--- config.mk ---
export PLATFORM = sky130hd
export DESIGN_NAME = vga_sync_decoder
export DESIGN_NICKNAME = d
export VERILOG_FILES = /design/src/rtl/vga_sync_decoder.sv
export SDC_FILE = /design/constraint.sdc
export NUM_CORES = 1
export LEC_CHECK = 0
export ABC_AREA = 0
export CELL_PAD_IN_SITES_DETAIL_PLACEMENT = 0
export CELL_PAD_IN_SITES_GLOBAL_PLACEMENT = 1
export CORE_ASPECT_RATIO = 1.5
export CORE_MARGIN = 2
export CORE_UTILIZATION = 44
export DETAILED_ROUTE_END_ITERATION = 8
export HOLD_SLACK_MARGIN = 0.08
export PLACE_DENSITY_LB_ADDON = 0.1
export SETUP_SLACK_MARGIN = 0.02
export SYNTH_ARGS = -nofsm -noshare
export SYNTH_HDL_FRONTEND = slang
export SYNTH_SLANG_ARGS = --single-unit
--- constraint.sdc ---
create_clock -name clk -period 6.9 [get_ports clk]
set_input_delay 1.38 -clock clk [delete_from_list [all_inputs] [get_ports clk]]
set_output_delay 1.38 -clock clk [all_outputs]
set_load 0.1 [all_outputs]
--- src/rtl/vga_sync_decoder.sv ---
// Recovers VGA pixel/line position and timing lock from raw hsync/vsync.
// Optional input synchronizer: define VGA_SYNC_DECODER_CDC_EN.
module vga_sync_decoder #(
   parameter int H_DISPLAY = 640,
   parameter int H_BACK    = 48,
   parameter int H_FRONT   = 16,
   parameter int H_SYNC    = 96,
   parameter int V_DISPLAY = 480,
   parameter int V_TOP     = 33,
   parameter int V_BOTTOM  = 10,
   parameter int V_SYNC    = 2
) (
   input  logic        clk,
   input  logic        reset,
   input  logic        hsync_in,
   input  logic        vsync_in,
   output logic [9:0]  hpos,
   output logic [9:0]  vpos,
   output logic        display_on,
   output logic        frame_start,
   output logic        locked,
   output logic [10:0] line_len,
   output logic [9:0]  frame_lines,
   output logic [7:0]  err_cnt
);

   localparam int H_SYNC_START = H_DISPLAY + H_FRONT;
   localparam int H_MAX        = H_DISPLAY + H_BACK + H_FRONT + H_SYNC - 1;
   localparam int V_SYNC_START = V_DISPLAY + V_BOTTOM;
   localparam int V_MAX        = V_DISPLAY + V_TOP + V_BOTTOM + V_SYNC - 1;

   localparam logic [9:0]  H_SYNC_START_C = 10'(H_SYNC_START);
   localparam logic [9:0]  H_MAX_C        = 10'(H_MAX);
   localparam logic [9:0]  V_SYNC_START_C = 10'(V_SYNC_START);
   localparam logic [9:0]  V_MAX_C        = 10'(V_MAX);
   localparam logic [9:0]  H_DISPLAY_C    = 10'(H_DISPLAY);
   localparam logic [9:0]  V_DISPLAY_C    = 10'(V_DISPLAY);
   localparam logic [10:0] H_TOTAL_C      = 11'(H_MAX + 1);
   localparam logic [9:0]  V_TOTAL_C      = 10'(V_MAX + 1);
   localparam logic [10:0] H_TIMEOUT_C    = 11'(2 * (H_MAX + 1));

   typedef enum logic [1:0] {
      ST_SEARCH = 2'd0,
      ST_VERIFY = 2'd1,
      ST_LOCKED = 2'd2
   } state_t;

   state_t      state_q, state_d;
   logic        hs_q, vs_q, vs_rise_q, vs_rise_d;
   logic [9:0]  hpos_q, hpos_d, vpos_q, vpos_d;
   logic [10:0] hcnt_q, hcnt_d, line_len_q, line_len_d;
   logic [9:0]  line_cnt_q, line_cnt_d, frame_lines_q, frame_lines_d;
   logic [7:0]  err_q, err_d;
   logic [1:0]  good_q, good_d;
   logic        line_seen_q, line_seen_d, frame_seen_q, frame_seen_d;
   logic        hs_src, vs_src;
   logic        rise_s, onset_s, line_meas_s, line_bad_s;
   logic        frame_meas_s, frame_bad_s, timeout_s, search_entry_s;
   logic [9:0]  frame_count_s;

`ifdef VGA_SYNC_DECODER_CDC_EN
   logic hs_m_q, hs_s_q, vs_m_q, vs_s_q;

   // Two-flop synchronizer for asynchronous sync inputs
   always_ff @(posedge clk) begin
      if (reset) begin
         hs_m_q <= 1'b0;
         hs_s_q <= 1'b0;
         vs_m_q <= 1'b0;
         vs_s_q <= 1'b0;
      end else begin
         hs_m_q <= hsync_in;
         hs_s_q <= hs_m_q;
         vs_m_q <= vsync_in;
         vs_s_q <= vs_m_q;
      end
   end

   assign hs_src = hs_s_q;
   assign vs_src = vs_s_q;
`else
   assign hs_src = hsync_in;
   assign vs_src = vsync_in;
`endif

   assign rise_s        = hs_src & ~hs_q;
   assign onset_s       = rise_s & vs_q & ~vs_rise_q;
   assign line_meas_s   = rise_s & line_seen_q;
   assign line_bad_s    = line_meas_s & (hcnt_q != H_TOTAL_C);
   // The onset rise itself belongs to the frame being closed
   assign frame_count_s = (line_cnt_q == 10'h3FF) ? line_cnt_q : line_cnt_q + 10'd1;
   assign frame_meas_s  = onset_s & frame_seen_q;
   assign frame_bad_s   = frame_meas_s & (frame_count_s != V_TOTAL_C);
   assign timeout_s     = ~rise_s & (hcnt_q >= H_TIMEOUT_C);

   // Next-state logic for counters, measurements and the lock FSM
   always_comb begin
      state_d = state_q;
      good_d  = good_q;
      err_d   = err_q;

      if (rise_s) begin
         hpos_d    = H_SYNC_START_C;
         hcnt_d    = 11'd1;
         vs_rise_d = vs_q;
      end else begin
         hpos_d    = (hpos_q == H_MAX_C) ? 10'd0 : hpos_q + 10'd1;
         hcnt_d    = (hcnt_q == 11'h7FF) ? hcnt_q : hcnt_q + 11'd1;
         vs_rise_d = vs_rise_q;
      end

      if (onset_s) begin
         vpos_d     = V_SYNC_START_C;
         line_cnt_d = 10'd0;
      end else if (rise_s) begin
         vpos_d     = (vpos_q == V_MAX_C) ? 10'd0 : vpos_q + 10'd1;
         line_cnt_d = (line_cnt_q == 10'h3FF) ? line_cnt_q : line_cnt_q + 10'd1;
      end else begin
         vpos_d     = vpos_q;
         line_cnt_d = line_cnt_q;
      end

      line_len_d    = line_meas_s  ? hcnt_q        : line_len_q;
      frame_lines_d = frame_meas_s ? frame_count_s : frame_lines_q;

      case (state_q)
         ST_SEARCH: begin
            if (onset_s) begin
               state_d = ST_VERIFY;
               good_d  = 2'd0;
            end else begin
               state_d = ST_SEARCH;
            end
         end
         ST_VERIFY: begin
            if (line_bad_s || frame_bad_s) begin
               state_d = ST_SEARCH;
            end else if (frame_meas_s) begin
               good_d  = good_q + 2'd1;
               state_d = (good_q == 2'd1) ? ST_LOCKED : ST_VERIFY;
            end else begin
               state_d = ST_VERIFY;
            end
         end
         ST_LOCKED: begin
            if (line_bad_s || frame_bad_s || timeout_s) begin
               state_d = ST_SEARCH;
               err_d   = (err_q == 8'hFF) ? err_q : err_q + 8'd1;
            end else begin
               state_d = ST_LOCKED;
            end
         end
         default: begin
            state_d = ST_SEARCH;
         end
      endcase

      // Measurements restart from scratch whenever lock is abandoned
      search_entry_s = (state_d == ST_SEARCH) && (state_q != ST_SEARCH);
      line_seen_d    = search_entry_s ? 1'b0 : (line_seen_q | rise_s);
      frame_seen_d   = search_entry_s ? 1'b0 : (frame_seen_q | onset_s);
   end

   // State register with synchronous reset
   always_ff @(posedge clk) begin
      if (reset) begin
         state_q       <= ST_SEARCH;
         hs_q          <= 1'b0;
         vs_q          <= 1'b0;
         vs_rise_q     <= 1'b0;
         hpos_q        <= 10'd0;
         vpos_q        <= 10'd0;
         hcnt_q        <= 11'd0;
         line_cnt_q    <= 10'd0;
         line_len_q    <= 11'd0;
         frame_lines_q <= 10'd0;
         err_q         <= 8'd0;
         good_q        <= 2'd0;
         line_seen_q   <= 1'b0;
         frame_seen_q  <= 1'b0;
      end else begin
         state_q       <= state_d;
         hs_q          <= hs_src;
         vs_q          <= vs_src;
         vs_rise_q     <= vs_rise_d;
         hpos_q        <= hpos_d;
         vpos_q        <= vpos_d;
         hcnt_q        <= hcnt_d;
         line_cnt_q    <= line_cnt_d;
         line_len_q    <= line_len_d;
         frame_lines_q <= frame_lines_d;
         err_q         <= err_d;
         good_q        <= good_d;
         line_seen_q   <= line_seen_d;
         frame_seen_q  <= frame_seen_d;
      end
   end

   assign hpos        = hpos_q;
   assign vpos        = vpos_q;
   assign line_len    = line_len_q;
   assign frame_lines = frame_lines_q;
   assign err_cnt     = err_q;
   assign locked      = (state_q == ST_LOCKED);
   assign display_on  = locked && (hpos_q < H_DISPLAY_C) && (vpos_q < V_DISPLAY_C);
   assign frame_start = locked && (hpos_q == 10'd0) && (vpos_q == 10'd0);

endmodule

==> out/metrics.sh <==
PIN_COUNT_OF_THE_BIGGEST_NET_ENTERING_GLOBAL_ROUTING=52
CLOCK_POWER_SHARE=0.467
CTS-ROOT-TO-SINK-BUFFERS=2
SW_FRAC_OF_TOTAL=0.245
TOTAL_ROUTED_LENGTH_UM=9260
SYNTHCELLS=463
SETUP_VIOLATIONS=0
TIGHTEST_SLEW_PS=977
PERIOD_MINUS_SLACK_PS=4170
COMB_POWER_SHARE=0.094
YOSYS.CELL_TYPES.COUNT=59
DRTANTENNAVIOLNETS=0
NUMBER_OF_ENABLE_TYPE_REGISTER_CELLS_IN_THE_SYNTHESIZED_NETLIST=0
CELLPOWERDENSITY_nW_PER_UM2=228
MIN_DELAY_STARTPOINT='frame_lines[0]$_SDFFE_PP0P_'
SYNTH.CELLS.MOST_FREQUENT='dfxtp_1, nor2_1, a21oi_1, nand2_1, nand3_1'
GRT_USAGE=0.201
INTERNAL_POWER_mW=0.823
YS_SEQ_ELEMENTS=79
POSTCTSSETUPREPAIRBUFS=0
GRT_FIRST_PASS_WIRELENGTH_UM=15300
NUM-NETS-FINAL=523
P_SEQ_FRAC=0.439
R2R_SLACK_PS=4080
FIN_SKEW_PS=6.93
DRT_ITER0_MARKERS=152
SYNTHTOLAYOUTAREAGROWTH_PCT=23.3
WORST-SETUP-PATH-TYPE='flip-flop to output port'
PORT_BUFFERS=55
NUMBER_OF_ANTENNA_VIOLATIONS_AT_THE_FIRST_CHECK_IN_GLOBAL_ROUTING=0
MAX_FREQ_MHz=240
DRC=0
START_UTIL=0.445
YS_WARN_COUNT=0
P_SW_mW=0.268
ANTENNA_CELLS=0
TIMING.CRITICAL_PATH.FROM_TYPE='flip-flop'
ROUTE.VIAS.TOTAL=3436
SETUP_TNS_PS=0
DRV_CAP=0
WORSTHOLDPATHTYPE='flip-flop to flip-flop'
CTS_ROOT_BUF='clkbuf_16'
END_KIND='output port'
TIMING.FINAL.MAX_SLEW_VIOLATIONS=0
WORSTREG2REGSTART='line_cnt_q[0]$_SDFFE_PP0P_'
M1WIRELENGTH_UM=3970
ASYNC_FLOP_SHARE=0
CTS.CLK_SLEW.WORST_PATHS_PS=60
CLKLATENCYLATEPIN_PS=340
FINAL_INSTANCE_AREA_SQ_UM=4790
CTS_MADE_BUFFERS=9
RELSLEWSLACK=0.346
POST_SYN_AREA_SQ_UM=3880
SYN_AREA_PER_CELL_SQ_UM=8.39
PLACEMENT.CELL_AREA_SQ_UM=4460
DIE_H_UM=119
SYNTH.AREA.TOP_CELLS='dfxtp_1, nor2_1, a21oi_1'
PERIOD_SHARE=0.604
FLOORPLAN.DIE.WIDTH_UM=80.7
FIRSTDRTPASSITERS=4
SYNTH_FLOP_CELL='dfxtp_1'
POST_CTS_HOLD_BUFFER_COUNT=0
RSZ0062_AT_GRT='false'
PLACE_CONGESTION=0.859
ROWS=42
ROUTEDWLPERCELL_UM=14.8
TOTALPOWERFINAL_mW=1.09
ROUTED.TOP_LAYER='met4'
CP_DATA_ARRIVAL_TIME_PS=2790
STATUS='completed'
TIMING.RR.END='err_cnt[6]$_SDFFE_PP0P_'
SYNTHESIS.NETS=476
CTS.HTREE.LEVELS=3
CORE_SQ_UM=8720
HPWLAFTERDP_UM=6520
DR_WL_MET2_UM=4890
WHS_PATH_DEPTH=2
WORSTHOLDENDPOINT='frame_lines[0]$_SDFFE_PP0P_'
ROUTED-WL-MET3_UM=279
HOLD_VIOL_FINAL=0
YOSYSMOSTFREQUENTCELL='dfxtp_1'
CELLLEAKAGEPOWER_nW=1.73
DETAIL_ROUTE.VIAS_PER_CELL=5.50
YS_SEQ_AREA_FRAC=0.407
YOSYS.AREA.TOP_TYPE_SHARE=0.407
CP_MAX_FO=6
CTS_SINK_COUNT=79
POST_CTS_RESIZED=0
VIA_COUNT_OF_THE_FIRST_GLOBAL_ROUTING_PASS=3293
VDD.IR_DROP.WORST_uV=154
CRITICAL_PATH_REQUIRED_PS=5520
NUMBER_OF_CELLS_ON_THE_WORST_REG_TO_REG_PATH=7
SYNTH_AREA_LEADER_CELL='dfxtp_1'
CTS_TREE='done'
GRT.OVERFLOW.TOTAL=0
FP.DIEAREA_SQ_UM=9610
LAYOUT-DRIVE-GT1-SHARE=0.0699
IO-PIN-COUNT=56
## critical path: stages, from the launching register on
cell and delay (ps):
dfxtp_1 380, nor4_1 320, nand3b_1 160, nand3b_1 190
nor4_1 230, clkdlybuf4s50_1 1180
## final cells by class
type | instances | area [sq um]
clock buffers | 14 | 294
clock inverters | 2 | 35.0
fillers | 872 | 3930
inverters | 14 | 52.6
multi-input cells | 349 | 2130
flip-flops and latches | 79 | 1580
well taps | 110 | 138
repair buffers | 57 | 561
## cells in the final DEF (no fill, tap or decap), types with 7 or more instances in the layout
cell and count:
nor4_1 9, xor2_1 15, a21oi_1 46, xnor2_1 11
nand2_1 41, nand3_1 17, o21ai_0 12, or3_1 9
inv_1 13, nor2b_1 7, clkdlybuf4s50_1 54, mux2i_1 9
nor3_1 13, dfxtp_1 79, nor2_1 73, clkbuf_16 9
nand4_1 13, ha_1 9
## worst max-delay path by stage
stage | start | end | slack (ps)
floorplan | vpos[6]$_SDFFE_PP0P_ | frame_start | 1300
CTS | vpos[6]$_SDFFE_PP0P_ | frame_start | 2710
detailed placement | hsync_in | err_cnt[7]$_SDFFE_PP0P_ | 2680
global placement | hsync_in | err_cnt[6]$_SDFFE_PP0P_ | 2790
finish | vpos[6]$_SDFFE_PP0P_ | frame_start | 2730
global route | vpos[6]$_SDFFE_PP0P_ | frame_start | 2540
## routing by layer
layer  vias up  GRT usage
li1       1724          -
met1      1640      0.239
met2        60      0.346
met3        12     0.0379
met4         0     0.0900
met5         -          0
## power groups by stage
stage | clock, mW | sequential (mW) | combinational, mW
detailed placement | 0 | 0.489 | 0.103
floorplan | 0 | 0.524 | 0.0416
finish | 0.509 | 0.479 | 0.103
CTS | 0.521 | 0.479 | 0.104
global placement | 0 | 0.489 | 0.102
global route | 0.541 | 0.480 | 0.110
## per-stage QoR
stage / worst slack [ps] / utilization / hold slack, ps / std cells
after CTS: 2710 / 0.549 / 461 / 625
final: 2730 / 0.549 / 455 / 625
after detailed placement: 2680 / 0.511 / 446 / 609
after global routing: 2540 / 0.549 / 470 / 625
after floorplan: 1300 / - / 440 / 463
after global placement: 2790 / 0.511 / 442 / 609
## state kept, by name (all words and copies together), names as in the netlist
name          count
frame_seen_q      1
line_seen_q       1
frame_lines      10
vs_rise_q         1
state_q           2
vpos             10
hs_q              1
hpos             10
good_q            2
err_cnt           8
line_len         11
line_cnt_q       10
hcnt_q           11
vs_q              1
## logic make-up (layout without fill, tap and decap cells)
| logic type | Yosys count | after routing | share of synthesized area |
|---|---|---|---|
| flops | 79 | 79 | 0.407 |
| simple gates | 217 | 217 | 0.290 |
| compound gates | 84 | 84 | 0.134 |
| fa+ha+maj | 9 | 9 | 0.0290 |
| mux | 13 | 13 | 0.0364 |
| buf+inv | 35 | 87 | 0.0448 |
| xor+xnor | 26 | 26 | 0.0586 |
Note: power is estimated with default switching activity, not from simulation.
